--- src/rtl/spi_pkg.sv ---
// spi_pkg: shared states and constants for the SPI target front end.
package spi_pkg;

   localparam int unsigned BYTE_W  = 8;
   localparam int unsigned BIT_W   = $clog2(BYTE_W);
   localparam int unsigned COUNT_W = 32;
   localparam int unsigned CNT_W   = COUNT_W - 1;

   // Byte shifted out when the register block has nothing to say.
   localparam logic [BYTE_W-1:0] IDLE_FILL = BYTE_W'(0);
   localparam logic [CNT_W-1:0]  COUNT_MAX = '1;

   typedef enum logic [1:0] {
      ST_IDLE          = 2'd0,
      ST_OPCODE        = 2'd1,
      ST_OPERAND       = 2'd2,
      ST_WAIT_DESELECT = 2'd3
   } state_e;

endpackage

--- src/rtl/spi_pin_synchronizer.sv ---
// spi_pin_synchronizer: flop chain for one asynchronous SPI pin plus
// rise/fall flags formed from the last two synchronized samples.
module spi_pin_synchronizer #(
   parameter int unsigned STAGES = 2
) (
   input  logic clk_i,
   input  logic rst_ni,
   input  logic pin_i,
   output logic level_o,
   output logic rise_o_c,
   output logic fall_o_c
);

   logic [STAGES-1:0] chain_q;
   logic              prev_q;

   // Shift the pin through the chain; prev_q holds the previous synchronized sample.
   always_ff @(posedge clk_i or negedge rst_ni) begin
      if (!rst_ni) begin
         chain_q <= '0;
         prev_q  <= 1'b0;
      end else begin
         chain_q <= STAGES'({chain_q, pin_i});
         prev_q  <= chain_q[STAGES-1];
      end
   end

   assign level_o  = chain_q[STAGES-1];
   assign rise_o_c = chain_q[STAGES-1] & ~prev_q;
   assign fall_o_c = ~chain_q[STAGES-1] & prev_q;

endmodule

--- src/rtl/spi_target_frontend.sv ---
// spi_target_frontend: byte-level SPI mode-0 target. Pins are oversampled on
// clock_in; each transaction is presented as an opcode plus numbered operands,
// and response bytes are shifted back out on CIPO.
module spi_target_frontend
   import spi_pkg::*;
#(
   parameter int unsigned SYNC_STAGES   = 2,
   parameter int unsigned TX_LOAD_DELAY = 2
) (
   input  logic               clock_in,
   input  logic               reset_n_in,
   input  logic               spi_select_in,
   input  logic               spi_clock_in,
   input  logic               spi_data_in,
   output logic               spi_data_out,
   output logic [BYTE_W-1:0]  op_code_out,
   output logic               op_code_valid_out,
   output logic [BYTE_W-1:0]  operand_out,
   output logic               operand_valid_out,
   output logic [COUNT_W-1:0] operand_count_out,
   input  logic [BYTE_W-1:0]  response_in,
   input  logic               response_valid_in
);

   localparam int unsigned LOAD_W = (TX_LOAD_DELAY < 1) ? 1 : $clog2(TX_LOAD_DELAY + 1);

   logic sel, sck_rise, sck_fall, mosi;
   logic sel_rise, sel_fall, sck_level, mosi_rise, mosi_fall;
   logic unused_edges;

   state_e             state_q, state_d;
   logic [BIT_W-1:0]   bit_cnt_q, bit_cnt_d;
   logic [BYTE_W-1:0]  rx_shift_q, rx_shift_d;
   logic               byte_done_q, byte_done_d;
   logic [BYTE_W-1:0]  tx_shift_q, tx_shift_d;
   logic [LOAD_W-1:0]  load_cnt_q, load_cnt_d;
   logic [BYTE_W-1:0]  op_code_q, op_code_d;
   logic               op_code_valid_q, op_code_valid_d;
   logic [BYTE_W-1:0]  operand_q, operand_d;
   logic               operand_valid_q, operand_valid_d;
   logic [CNT_W-1:0]   count_q, count_d;
   logic               data_out_q, data_out_d;
   logic               load_now;
   logic [BYTE_W-1:0]  rx_byte, resp_byte;

   spi_pin_synchronizer #(.STAGES(SYNC_STAGES)) u_sync_sel (
      .clk_i(clock_in), .rst_ni(reset_n_in), .pin_i(spi_select_in),
      .level_o(sel), .rise_o_c(sel_rise), .fall_o_c(sel_fall)
   );

   spi_pin_synchronizer #(.STAGES(SYNC_STAGES)) u_sync_sck (
      .clk_i(clock_in), .rst_ni(reset_n_in), .pin_i(spi_clock_in),
      .level_o(sck_level), .rise_o_c(sck_rise), .fall_o_c(sck_fall)
   );

   spi_pin_synchronizer #(.STAGES(SYNC_STAGES)) u_sync_mosi (
      .clk_i(clock_in), .rst_ni(reset_n_in), .pin_i(spi_data_in),
      .level_o(mosi), .rise_o_c(mosi_rise), .fall_o_c(mosi_fall)
   );

   // Select is used as a level and data-in only as a level; their edge flags are sunk here.
   assign unused_edges = ^{sel_rise, sel_fall, sck_level, mosi_rise, mosi_fall};

   // Next-state logic: byte assembly, response load scheduling and deselect handling.
   always_comb begin
      state_d         = state_q;
      bit_cnt_d       = bit_cnt_q;
      rx_shift_d      = rx_shift_q;
      byte_done_d     = byte_done_q;
      tx_shift_d      = tx_shift_q;
      load_cnt_d      = load_cnt_q;
      op_code_d       = op_code_q;
      op_code_valid_d = op_code_valid_q;
      operand_d       = operand_q;
      operand_valid_d = operand_valid_q;
      count_d         = count_q;
      data_out_d      = data_out_q;
      load_now        = 1'b0;
      rx_byte         = {rx_shift_q[BYTE_W-2:0], mosi};
      resp_byte       = response_valid_in ? response_in : IDLE_FILL;

      case (state_q)
         ST_IDLE: begin
            if (!sel) state_d = ST_OPCODE;
         end
         // Reset can land mid-transaction; stay deaf until the host releases select.
         ST_WAIT_DESELECT: begin
            if (sel) state_d = ST_IDLE;
         end
         default: begin
            if (sel) begin
               // Deselect wins over any SCK edge and discards partial bytes.
               state_d         = ST_IDLE;
               bit_cnt_d       = '0;
               rx_shift_d      = '0;
               byte_done_d     = 1'b0;
               tx_shift_d      = '0;
               load_cnt_d      = '0;
               op_code_d       = '0;
               op_code_valid_d = 1'b0;
               operand_d       = '0;
               operand_valid_d = 1'b0;
               count_d         = '0;
               data_out_d      = 1'b0;
            end else begin
               if (load_cnt_q != '0) begin
                  load_cnt_d = load_cnt_q - LOAD_W'(1);
                  load_now   = (load_cnt_q == LOAD_W'(1));
               end
               if (sck_rise) begin
                  rx_shift_d = rx_byte;
                  bit_cnt_d  = bit_cnt_q + BIT_W'(1);
                  if (bit_cnt_q == BIT_W'(BYTE_W - 1)) begin
                     byte_done_d = 1'b1;
                     if (state_q == ST_OPCODE) begin
                        op_code_d       = rx_byte;
                        op_code_valid_d = 1'b1;
                     end else begin
                        operand_d       = rx_byte;
                        operand_valid_d = 1'b1;
                     end
                  end
               end else if (sck_fall) begin
                  if (byte_done_q) begin
                     // Byte boundary: retire the operand and schedule the next response byte.
                     byte_done_d = 1'b0;
                     state_d     = ST_OPERAND;
                     if (state_q == ST_OPERAND) begin
                        operand_valid_d = 1'b0;
                        if (count_q != COUNT_MAX) count_d = count_q + CNT_W'(1);
                     end
                     if (TX_LOAD_DELAY == 0) load_now = 1'b1;
                     else                    load_cnt_d = LOAD_W'(TX_LOAD_DELAY);
                  end else begin
                     tx_shift_d = {tx_shift_q[BYTE_W-2:0], 1'b0};
                     data_out_d = tx_shift_q[BYTE_W-2];
                  end
               end
               if (load_now) begin
                  tx_shift_d = resp_byte;
                  data_out_d = resp_byte[BYTE_W-1];
               end
            end
         end
      endcase
   end

   // State and output registers; reset waits for a deselect before decoding.
   always_ff @(posedge clock_in or negedge reset_n_in) begin
      if (!reset_n_in) begin
         state_q         <= ST_WAIT_DESELECT;
         bit_cnt_q       <= '0;
         rx_shift_q      <= '0;
         byte_done_q     <= 1'b0;
         tx_shift_q      <= '0;
         load_cnt_q      <= '0;
         op_code_q       <= '0;
         op_code_valid_q <= 1'b0;
         operand_q       <= '0;
         operand_valid_q <= 1'b0;
         count_q         <= '0;
         data_out_q      <= 1'b0;
      end else begin
         state_q         <= state_d;
         bit_cnt_q       <= bit_cnt_d;
         rx_shift_q      <= rx_shift_d;
         byte_done_q     <= byte_done_d;
         tx_shift_q      <= tx_shift_d;
         load_cnt_q      <= load_cnt_d;
         op_code_q       <= op_code_d;
         op_code_valid_q <= op_code_valid_d;
         operand_q       <= operand_d;
         operand_valid_q <= operand_valid_d;
         count_q         <= count_d;
         data_out_q      <= data_out_d;
      end
   end

   assign spi_data_out      = data_out_q;
   assign op_code_out       = op_code_q;
   assign op_code_valid_out = op_code_valid_q;
   assign operand_out       = operand_q;
   assign operand_valid_out = operand_valid_q;
   assign operand_count_out = {1'b0, count_q};

endmodule
--- config.mk ---
export PLATFORM = sky130hd
export DESIGN_NAME = spi_target_frontend
export DESIGN_NICKNAME = d
export VERILOG_FILES = /design/src/rtl/spi_pkg.sv /design/src/rtl/spi_pin_synchronizer.sv /design/src/rtl/spi_target_frontend.sv
export SDC_FILE = /design/constraint.sdc
export NUM_CORES = 1
export LEC_CHECK = 0
export ABC_AREA = 1
export CAP_MARGIN = 20
export CELL_PAD_IN_SITES_DETAIL_PLACEMENT = 0
export CELL_PAD_IN_SITES_GLOBAL_PLACEMENT = 1
export CORE_MARGIN = 3
export CORE_UTILIZATION = 36
export DETAILED_ROUTE_END_ITERATION = 8
export PLACE_DENSITY = 0.8
export SKIP_LAST_GASP = 1
export SLEW_MARGIN = 5
export SYNTH_ARGS = -nofsm -noshare
export SYNTH_HDL_FRONTEND = slang
export SYNTH_HIERARCHICAL = 1
export SYNTH_SLANG_ARGS = --single-unit
--- constraint.sdc ---
create_clock -name clock_in -period 1.8 [get_ports clock_in]
set_input_delay 0.36 -clock clock_in [delete_from_list [all_inputs] [get_ports clock_in]]
set_output_delay 0.36 -clock clock_in [all_outputs]
set_load 0.1 [all_outputs]
==> flow_summary.yaml <==
cells_and_area:
  drive_gt1_share_pct: 34.2
  area_growth_syn_to_layout_pct: 53.2
  fill_cells: 1027
  final_cell_mix: "nand2_1 (160), nor2_1 (65), buf_12 (55)"
  fin_area_um2: 6630
  final_common_cell: "nand2_1"
  stdcell_count: 822
  layout.nets: 696
  diodes: 0
  multiInputGateArea_um2: 2150
  regArea_um2: 2040
global_routing:
  antenna_found_initial: 0
  gr-usage-met2_pct: 31.1
  grt_pass1_wl_um: 18900
  grt_usage_pct: 17.8
  gr-usage-met3_pct: 3.92
  gr-usage-met1_pct: 22.1
  grt-ovfl-total: 0
  busiest_layer: "met2"
  grt_pass1_vias: 3925
  grt_max_degree: 37
setup_path:
  ff2ff_setup_slack_ns: 0.03
  required_ns: 2.06
  crit_type: "reg2reg"
  r2r-start: "count_q[1]"
  worstPathMaxFanout: 9
  worstSetupStartpointType: "flop"
  r2r_end: "count_q[19]"
  worstPathArrival_ns: 2.03
  r2r_cells: 11
  cp-end-kind: "flop"
logic_synthesis:
  synth_warnings: 6
  syn_nets: 578
  synth_area_um2: 4330
  syn-instance-count: 556
  syn_avg_cell_area_um2: 7.79
sta:
  finalSetupViolations: 0
  tns_ns: 0
  rsz0062_at_grt: "true"
  finClkSkew_ns: 0.00773
  fin_crit_ns: 1.77
  fin_crit_sh_pct: 98.4
  hold_viol_final: 0
  clock.fmax_mhz: 565
  finalMaxSlewViolations: 0
  whs_ns: 0.348
floorplanning:
  die_h_um: 116
  core_um2: 11600
  ios: 65
  die_area_um2: 13400
  initial_core_util_pct: 37.4
  die_w_um: 116
  fp-row-count: 39
routing:
  drc_errors: 0
  via_per_inst: 5.00
  drt_wl_total_um: 12200
  vias: 4111
  drtAntennaViolNets: 0
  wl_per_cell_um: 14.8
  drtIter0Drc: 273
  first_pass_iters: 5
placement:
  dpl_cell_area_um2: 5940
  io_buffer_count: 63
  placedCellCount: 785
  globalplace.congestion: 0.838
  hpwl_um: 8560
clock_tree:
  numClockSinks: 79
  cts_tree: "built"
  htree_levels: 3
  path_clk_slew_ns: 0.07
  cts_max_path_buffers: 2
  numCtsBuffers: 9
  cts_root_buf: "clkbuf_16"
  clk_latency_ns: 0.34
power_and_ir_drop:
  p_leak_nw: 2.76
  power_density_nw_per_um2: 1080
  ir_drop_v: 0.000802
worst_hold_path:
  holdPathEnd: "u_sync_sel/chain_q[1]"
  hold_start: "u_sync_sel/chain_q[0]"
  hold_depth: 0
  hold_path.class: "reg2reg"
flow_run:
  cap_violations: 0
outcome:
  outcome: "finished, final reports clean"
==> area by class of cell <==
cell class                      count  share of cell area [%]
Clock buffer                        9                    3.40
Multi-Input combinational cell    408                    32.5
Sequential cell                    79                    30.7
Clock inverter                      7                    1.64
Timing Repair Buffer              123                    26.0
Inverter                           53                    3.09
Tap cell                          143                    2.70
==> critical path: stages (launching register included) <==
cell,delay (ns)
dfrtp_4,0.46
ha_4,0.18
nand2_4,0.06
nor2_4,0.15
nand2_4,0.09
nor2_4,0.11
nand3_2,0.10
nand3_4,0.13
buf_4,0.14
clkbuf_16,0.15
nand2_1,0.07
o21ai_2,0.05
==> sequential cells by signal, indices dropped and copies added (netlist names), 2 cells and up <==
| name | cells |
|---|---|
| count_q | 31 |
| tx_shift_q | 7 |
| state_q | 2 |
| u_sync_sel/chain_q | 2 |
| u_sync_sck/chain_q | 2 |
| bit_cnt_q | 3 |
| u_sync_mosi/chain_q | 2 |
| op_code_out | 8 |
| rx_shift_q | 7 |
| load_cnt_q | 2 |
| operand_out | 8 |
==> per-layer routing <==
metal,vias to the layer above,wire (um)
met5,-,0
met4,0,206
met3,12,521
met2,86,6130
met1,1982,5300
li1,2031,-
==> report_power, final <==
group / switching (mW) / internal, mW / leakage [nW]
combinational: 1.69 / 1.19 / 1.58
sequential: 0.224 / 2.03 / 1.02
clock: 0.813 / 1.25 / 0.164
total: 2.72 / 4.47 / 2.76
==> through the flow <==
step / setup WS [ns] / util, % / total power [mW]
3_3_place_gp: 0.0289 / 51.3 / 4.60
5_1_grt: -0.0693 / 57.3 / 7.51
3_5_place_dp: -0.0347 / 51.3 / 4.64
2_1_floorplan: 0.000636 / - / 3.75
6_report: 0.0296 / 57.3 / 7.19
4_1_cts: -0.0209 / 54.4 / 6.73
==> worst max-delay path by stage <==
stage / start / to / slack (ns)
2_1_floorplan: count_q[0] / count_q[6] / 0.0006
3_3_place_gp: state_q[1] / operand_out[6] / 0.03
3_5_place_dp: state_q[1] / count_q[30] / -0.03
4_1_cts: count_q[0] / count_q[30] / -0.02
5_1_grt: count_q[1] / count_q[7] / -0.07
6_report: count_q[1] / count_q[19] / 0.03
==> timing repair <==
item / CTS / global route
setup buffers: 0 / 14
gates resized for setup: 3 / 35
pin swaps: 0 / 10
hold buffers: 1 / 0
endpoints found under the setup margin: 12 / 60
hold endpoints to repair: 29 / 0
gates cloned: 0 / 6
Power figures use the tool's default switching activity.
